**config.mk**
```make
export PLATFORM = sky130hd
export DESIGN_NAME = uart_tx_en
export DESIGN_NICKNAME = d
export VERILOG_FILES = /design/src/rtl/uart_tx_en_pkg.sv /design/src/rtl/uart_tx_en_fifo_sync.sv /design/src/rtl/uart_tx_en.sv
export SDC_FILE = /design/constraint.sdc
export NUM_CORES = 1
export LEC_CHECK = 0
export BUFFER_PORTS_ARGS = -buffer_cell sky130_fd_sc_hd__buf_2
export CAP_MARGIN = 40
export CORE_MARGIN = 2
export CORE_UTILIZATION = 40
export CTS_BUF_LIST = sky130_fd_sc_hd__clkbuf_4 sky130_fd_sc_hd__clkbuf_8
export DETAILED_ROUTE_END_ITERATION = 7
export PLACE_DENSITY = 0.55
export SLEW_MARGIN = 20
export SYNTH_ARGS = -nofsm -noshare
export SYNTH_HDL_FRONTEND = slang
export SYNTH_HIERARCHICAL = 1
export SYNTH_SLANG_ARGS = --single-unit
export TNS_END_PERCENT = 1
```
**constraint.sdc**
```tcl
create_clock -name clk -period 4 [get_ports clk]
set_input_delay 0.2 -clock clk [delete_from_list [all_inputs] [get_ports clk]]
set_output_delay 0.2 -clock clk [all_outputs]
set_load 0.1 [all_outputs]
```
**src/rtl/uart_tx_en_pkg.sv**
```systemverilog
// Shared types, constants and helpers for the enable-driven UART transmitter.
package uart_tx_en_pkg;

    typedef enum logic [1:0] {
        IDLE  = 2'd0,
        START = 2'd1,
        DATA  = 2'd2,
        STOP  = 2'd3
    } state_t;

    localparam logic TRUE  = 1'b1;
    localparam logic FALSE = 1'b0;
    localparam logic ONE   = 1'b1;
    localparam logic ZERO  = 1'b0;

    // Smallest r such that 2**r >= v.
    function automatic int unsigned clog2(input int unsigned v);
        int unsigned r;
        r = 0;
        for (int unsigned i = 0; i < 32; i++) begin
            if ((64'd1 << i) < 64'(v)) begin
                r = i + 1;
            end
        end
        return r;
    endfunction

endpackage

```
**src/rtl/uart_tx_en_fifo_sync.sv**
```systemverilog
// Synchronous first-word-fall-through FIFO with occupancy count.
module fifo_sync
    import uart_tx_en_pkg::*;
#(
    parameter int unsigned WIDTH      = 8,
    parameter int unsigned DEPTH_BITS = 4
) (
    input  logic                  clk,
    input  logic                  reset,
    input  logic                  push,
    input  logic                  pop,
    input  logic [WIDTH-1:0]      din,
    output logic [WIDTH-1:0]      dout,
    output logic [DEPTH_BITS:0]   count,
    output logic                  full,
    output logic                  empty
);

    localparam int unsigned DEPTH = 1 << DEPTH_BITS;
    localparam int unsigned CNT_W = DEPTH_BITS + 1;

    logic [WIDTH-1:0]      r_mem [DEPTH];
    logic [DEPTH_BITS-1:0] r_wr_ptr;
    logic [DEPTH_BITS-1:0] r_rd_ptr;
    logic [CNT_W-1:0]      r_count;
    logic                  w_do_push;
    logic                  w_do_pop;

    assign full      = (r_count == CNT_W'(DEPTH));
    assign empty     = (r_count == '0);
    assign w_do_push = push & ~full;
    assign w_do_pop  = pop & ~empty;
    assign dout      = r_mem[r_rd_ptr];
    assign count     = r_count;

    // Pointer and occupancy tracking; pointers wrap naturally modulo depth.
    always_ff @(posedge clk) begin
        if (reset) begin
            r_wr_ptr <= '0;
            r_rd_ptr <= '0;
            r_count  <= '0;
        end else begin
            if (w_do_push) begin
                r_wr_ptr <= r_wr_ptr + DEPTH_BITS'(1);
            end
            if (w_do_pop) begin
                r_rd_ptr <= r_rd_ptr + DEPTH_BITS'(1);
            end
            case ({w_do_push, w_do_pop})
                2'b10:   r_count <= r_count + CNT_W'(1);
                2'b01:   r_count <= r_count - CNT_W'(1);
                default: r_count <= r_count;
            endcase
        end
    end

    // Storage write; contents need no reset since count gates visibility.
    always_ff @(posedge clk) begin
        if (w_do_push) begin
            r_mem[r_wr_ptr] <= din;
        end
    end

endmodule

```
**src/rtl/uart_tx_en.sv**
```systemverilog
// 8N1 UART transmitter stepped by an external baud-rate enable pulse.
module uart_tx_en
    import uart_tx_en_pkg::*;
#(
    parameter int unsigned DATA_BITS       = 8,
    parameter int unsigned FIFO_DEPTH_BITS = 4
) (
    input  logic                 clk,
    input  logic                 reset,
    input  logic                 baud_en,
    input  logic [DATA_BITS-1:0] data_in,
    input  logic                 valid_in,
    output logic                 ready_out,
    output logic                 tx,
    output logic                 busy
);

    localparam int unsigned IDX_W = clog2(DATA_BITS + 1);
    localparam int unsigned CNT_W = FIFO_DEPTH_BITS + 1;

    state_t               r_state;
    state_t               w_state_nxt;
    logic [DATA_BITS-1:0] r_shift;
    logic [DATA_BITS-1:0] w_shift_nxt;
    logic [IDX_W-1:0]     r_bit_idx;
    logic [IDX_W-1:0]     w_bit_idx_nxt;
    logic                 r_tx;
    logic                 w_tx_nxt;
    logic                 w_pop;
    logic                 w_push;
    logic [DATA_BITS-1:0] w_head;
    logic [CNT_W-1:0]     w_count;
    logic                 w_full;
    logic                 w_empty;

    assign w_push    = valid_in & ~w_full;
    assign ready_out = ~w_full;
    assign tx        = r_tx;
    assign busy      = (r_state != IDLE) || (w_count != '0);

    fifo_sync #(
        .WIDTH      (DATA_BITS),
        .DEPTH_BITS (FIFO_DEPTH_BITS)
    ) u_fifo (
        .clk   (clk),
        .reset (reset),
        .push  (w_push),
        .pop   (w_pop),
        .din   (data_in),
        .dout  (w_head),
        .count (w_count),
        .full  (w_full),
        .empty (w_empty)
    );

    // Frame state, shift register and line register.
    always_ff @(posedge clk) begin
        if (reset) begin
            r_state   <= IDLE;
            r_shift   <= '0;
            r_bit_idx <= '0;
            r_tx      <= ONE;
        end else begin
            r_state   <= w_state_nxt;
            r_shift   <= w_shift_nxt;
            r_bit_idx <= w_bit_idx_nxt;
            r_tx      <= w_tx_nxt;
        end
    end

    // Next-state logic; everything holds unless baud_en is high.
    always_comb begin
        w_state_nxt   = r_state;
        w_shift_nxt   = r_shift;
        w_bit_idx_nxt = r_bit_idx;
        w_tx_nxt      = r_tx;
        w_pop         = FALSE;
        if (baud_en) begin
            case (r_state)
                IDLE: begin
                    w_tx_nxt = ONE;
                    if (!w_empty) begin
                        w_pop       = TRUE;
                        w_shift_nxt = w_head;
                        w_tx_nxt    = ZERO;
                        w_state_nxt = START;
                    end
                end
                START: begin
                    w_tx_nxt      = r_shift[0];
                    w_shift_nxt   = r_shift >> 1;
                    w_bit_idx_nxt = IDX_W'(1);
                    w_state_nxt   = DATA;
                end
                DATA: begin
                    if (r_bit_idx == IDX_W'(DATA_BITS)) begin
                        w_tx_nxt    = ONE;
                        w_state_nxt = STOP;
                    end else begin
                        w_tx_nxt      = r_shift[0];
                        w_shift_nxt   = r_shift >> 1;
                        w_bit_idx_nxt = r_bit_idx + IDX_W'(1);
                    end
                end
                STOP: begin
                    if (!w_empty) begin
                        w_pop       = TRUE;
                        w_shift_nxt = w_head;
                        w_tx_nxt    = ZERO;
                        w_state_nxt = START;
                    end else begin
                        w_tx_nxt    = ONE;
                        w_state_nxt = IDLE;
                    end
                end
                default: begin
                    w_tx_nxt    = ONE;
                    w_state_nxt = IDLE;
                end
            endcase
        end
    end

endmodule

```
==> reports/summary.txt <==
Post-CTS Setup Bufs - 0
dpl hpwl - 8.82 mm
Sw Pwr - 1.44 mW
commonest non-fill, non-tap cell in the layout - edfxtp_1
Reg power frac - 0.449
hold endpoint - u_fifo/r_mem[7][1]
1st-pass router iterations - 5
hold path cells - 1
Clock power frac - 0.270
number of clock sinks - 160
switch share - 0.319
drt wl/cell - 19.4 um
top cells by area, synth - edfxtp_1 56%, mux4_2 10%, dfxtp_1 9.3%, ha_1 2.9%, mux2i_1 2.0%
Final Slew Violations - 0
CP Data Required Time - 4330 ps
htree depth - 4
via count - 3796
clk slew on worst S/H paths - 90 ps
Worst Tran Pin Value - 747 ps
RSZ-0062 raised after global routing - no
HP Class - input port to register
Max-Cap Viols - 0
max frequency - 0.289 GHz
final instance area - 0.00762 sq mm
first-pass GRT wire length - 21.3 mm
Cell Area, Synth - 0.00688 sq mm
YS warnings - 6
final net count - 489
critical register-to-register path endpoint - u_fifo/count[4]
Crit path arrival time - 3790 ps
GRT Util Overall - 0.158
Tot Pwr - 4.52 mW
global route overflow - 0
Worst Clk Skew - 10.8 ps
prevailing post-synth register cell - edfxtp_1
clk root buf - clkbuf_8
Post-Synthesis Cells - 439
detail-routed via count per cell - 5.47
launching point of the worst reg2reg path - r_state[0]
Hold WS - 128 ps
Rel. slew slack - 0.501
die extent in x - 135 um
CTS resizes - 0
Routed WL - 13.4 mm
number of global-route vias before repair - 3868
core area - 0.0167 sq mm
CTS Buf Count - 17
top cell type by total area after synthesis - edfxtp_1
CTS tree - yes
Synth top area share - 0.559
Syn Nets - 467
Setup WS post-layout - 545 ps
Static Leakage - 2.57 nW
I/O Pins - 15
maximum vdd drop - 0.484 mV
largest net degree at the start of global routing - 33
Antenna Cells - 0
ANT nets after route - 0
Syn Area/Cell - 15.7 sq um
Skew-Pair Late Insertion Delay - 450 ps
crit path launch type - register
Worst Path Max Fanout - 12
Port Buffers - 14
Initial Util - 0.412
DP Area - 0.00720 sq mm
R2R cell count - 12
ys async rst share - 0
Synth cell types - 63
Comb pwr share - 0.282
final hold vios - 0
register area share after synthesis - 0.652
flip-flop and latch count after synthesis - 160
worst slack, placed - 596 ps
share of cells above drive strength 1 - 0.226
Area Growth Syn to Fin - 10.9%
Sum Neg Setup Slack - 0 ps
row count - 47
Placer Congestion - 0.717
Setup violations, final - 0
outcome - finished, final reports clean
DRC viols - 0
First DRT Iteration DRCs - 208
CP Class - register to register
Hold Crit Start - data_in[1]
worst reg2reg setup slack - 550 ps
clock tree buffer depth - 2
die height - 135 um
Int Pwr - 3.08 mW
Tmin final - 3450 ps
die area - 0.0183 sq mm
Post-synth EDFFs - 128
most frequent cells in the layout - 128 x edfxtp_1, 32 x mux4_2, 31 x dfxtp_1
initial antenna violation count - 0
final worst-path cycle share - 0.864
CP Capture Type - register
Post-CTS Hold Buffers - 0
power per cell area - 593 mW/mm^2
registers in the layout (all words and copies together) (netlist names), named ones only:
register and flops:
u_fifo/r_mem 128, u_fifo/count 5, r_shift 8, r_state 2
u_fifo/r_wr_ptr 4, r_bit_idx 4, u_fifo/r_rd_ptr 4, tx 1
power by group through the flow:
stage / sequential (mW) / combinational, mW / clock [mW]
finish: 2.03 / 1.27 / 1.22
global placement: 2.06 / 1.26 / 0
CTS: 2.03 / 1.29 / 1.26
global route: 2.04 / 1.40 / 1.32
detailed placement: 2.06 / 1.29 / 0
floorplan: 2.06 / 1.06 / 0
worst max-delay path by stage:
stage,from,endpoint,cells past startpoint
floorplan,r_state[0],u_fifo/count[4],14
global placement,r_state[0],u_fifo/count[4],12
detailed placement,r_state[0],u_fifo/count[4],12
CTS,r_state[0],u_fifo/count[4],12
global route,r_state[0],u_fifo/count[4],12
finish,r_state[0],u_fifo/count[4],12
layout make-up:
class,count,area (sq um)
Fill cell,1486,9080
Sequential cell,160,4490
Multi-Input combinational cell,236,2200
Tap cell,220,275
Clock buffer,18,241
Timing Repair Buffer,32,205
Clock inverter,14,164
Inverter,14,52.6
layer usage:
metal	up-vias	part of all wire	track usage
li1	1759	-	-
met1	1943	0.47	0.217
met2	80	0.48	0.251
met3	14	0.037	0.0338
met4	0	0.012	0.0538
met5	-	0	0
cells by family (layout without fill, tap and decap cells):
logic type      after synthesis  count (layout)  share of synthesized area
compound gates               56              56                     0.0650
xor+xnor                      7               7                    0.00892
fa+ha+maj                    16              16                     0.0291
buf+inv                      43              78                     0.0280
flops                       160             160                      0.652
mux                          47              47                      0.127
simple gates                110             110                     0.0899
cells in the mapped netlist (2+ instances only):
master	n
nor3b_1	8
mux4_2	32
inv_1	13
mux2i_1	14
nand2b_1	3
clkbuf_1	13
a31oi_1	8
nor2b_1	6
nor2_1	28
nand3b_1	6
nor3_1	9
nand3_1	7
nand2_1	19
nand4_1	8
a21oi_1	2
ha_1	16
and3_1	2
a211oi_1	2
buf_6	2
o21a_1	3
buf_1	3
dfxtp_1	32
edfxtp_1	128
buf_2	9
o21ai_0	5
o2111ai_1	2
nor4_1	3
a22oi_1	16
xor2_1	6
metrics by stage:
stage | util | cells
6_report | 0.456 | 694
5_1_grt | 0.456 | 694
3_3_place_gp | 0.427 | 650
3_5_place_dp | 0.431 | 660
4_1_cts | 0.455 | 692
2_1_floorplan | - | 439
critical path, cell delays in order, from the launching register on:
cell and delay [ps]:
dfxtp_1 410, inv_1 120, ha_1 500, nor3_1 580
o21ai_4 160, inv_1 90, ha_1 390, xor2_1 200
ha_1 240, nand2_1 70, o21ai_0 300, nor3_1 90
nand4bb_1 180
Note: power is estimated with default switching activity, not from simulation.
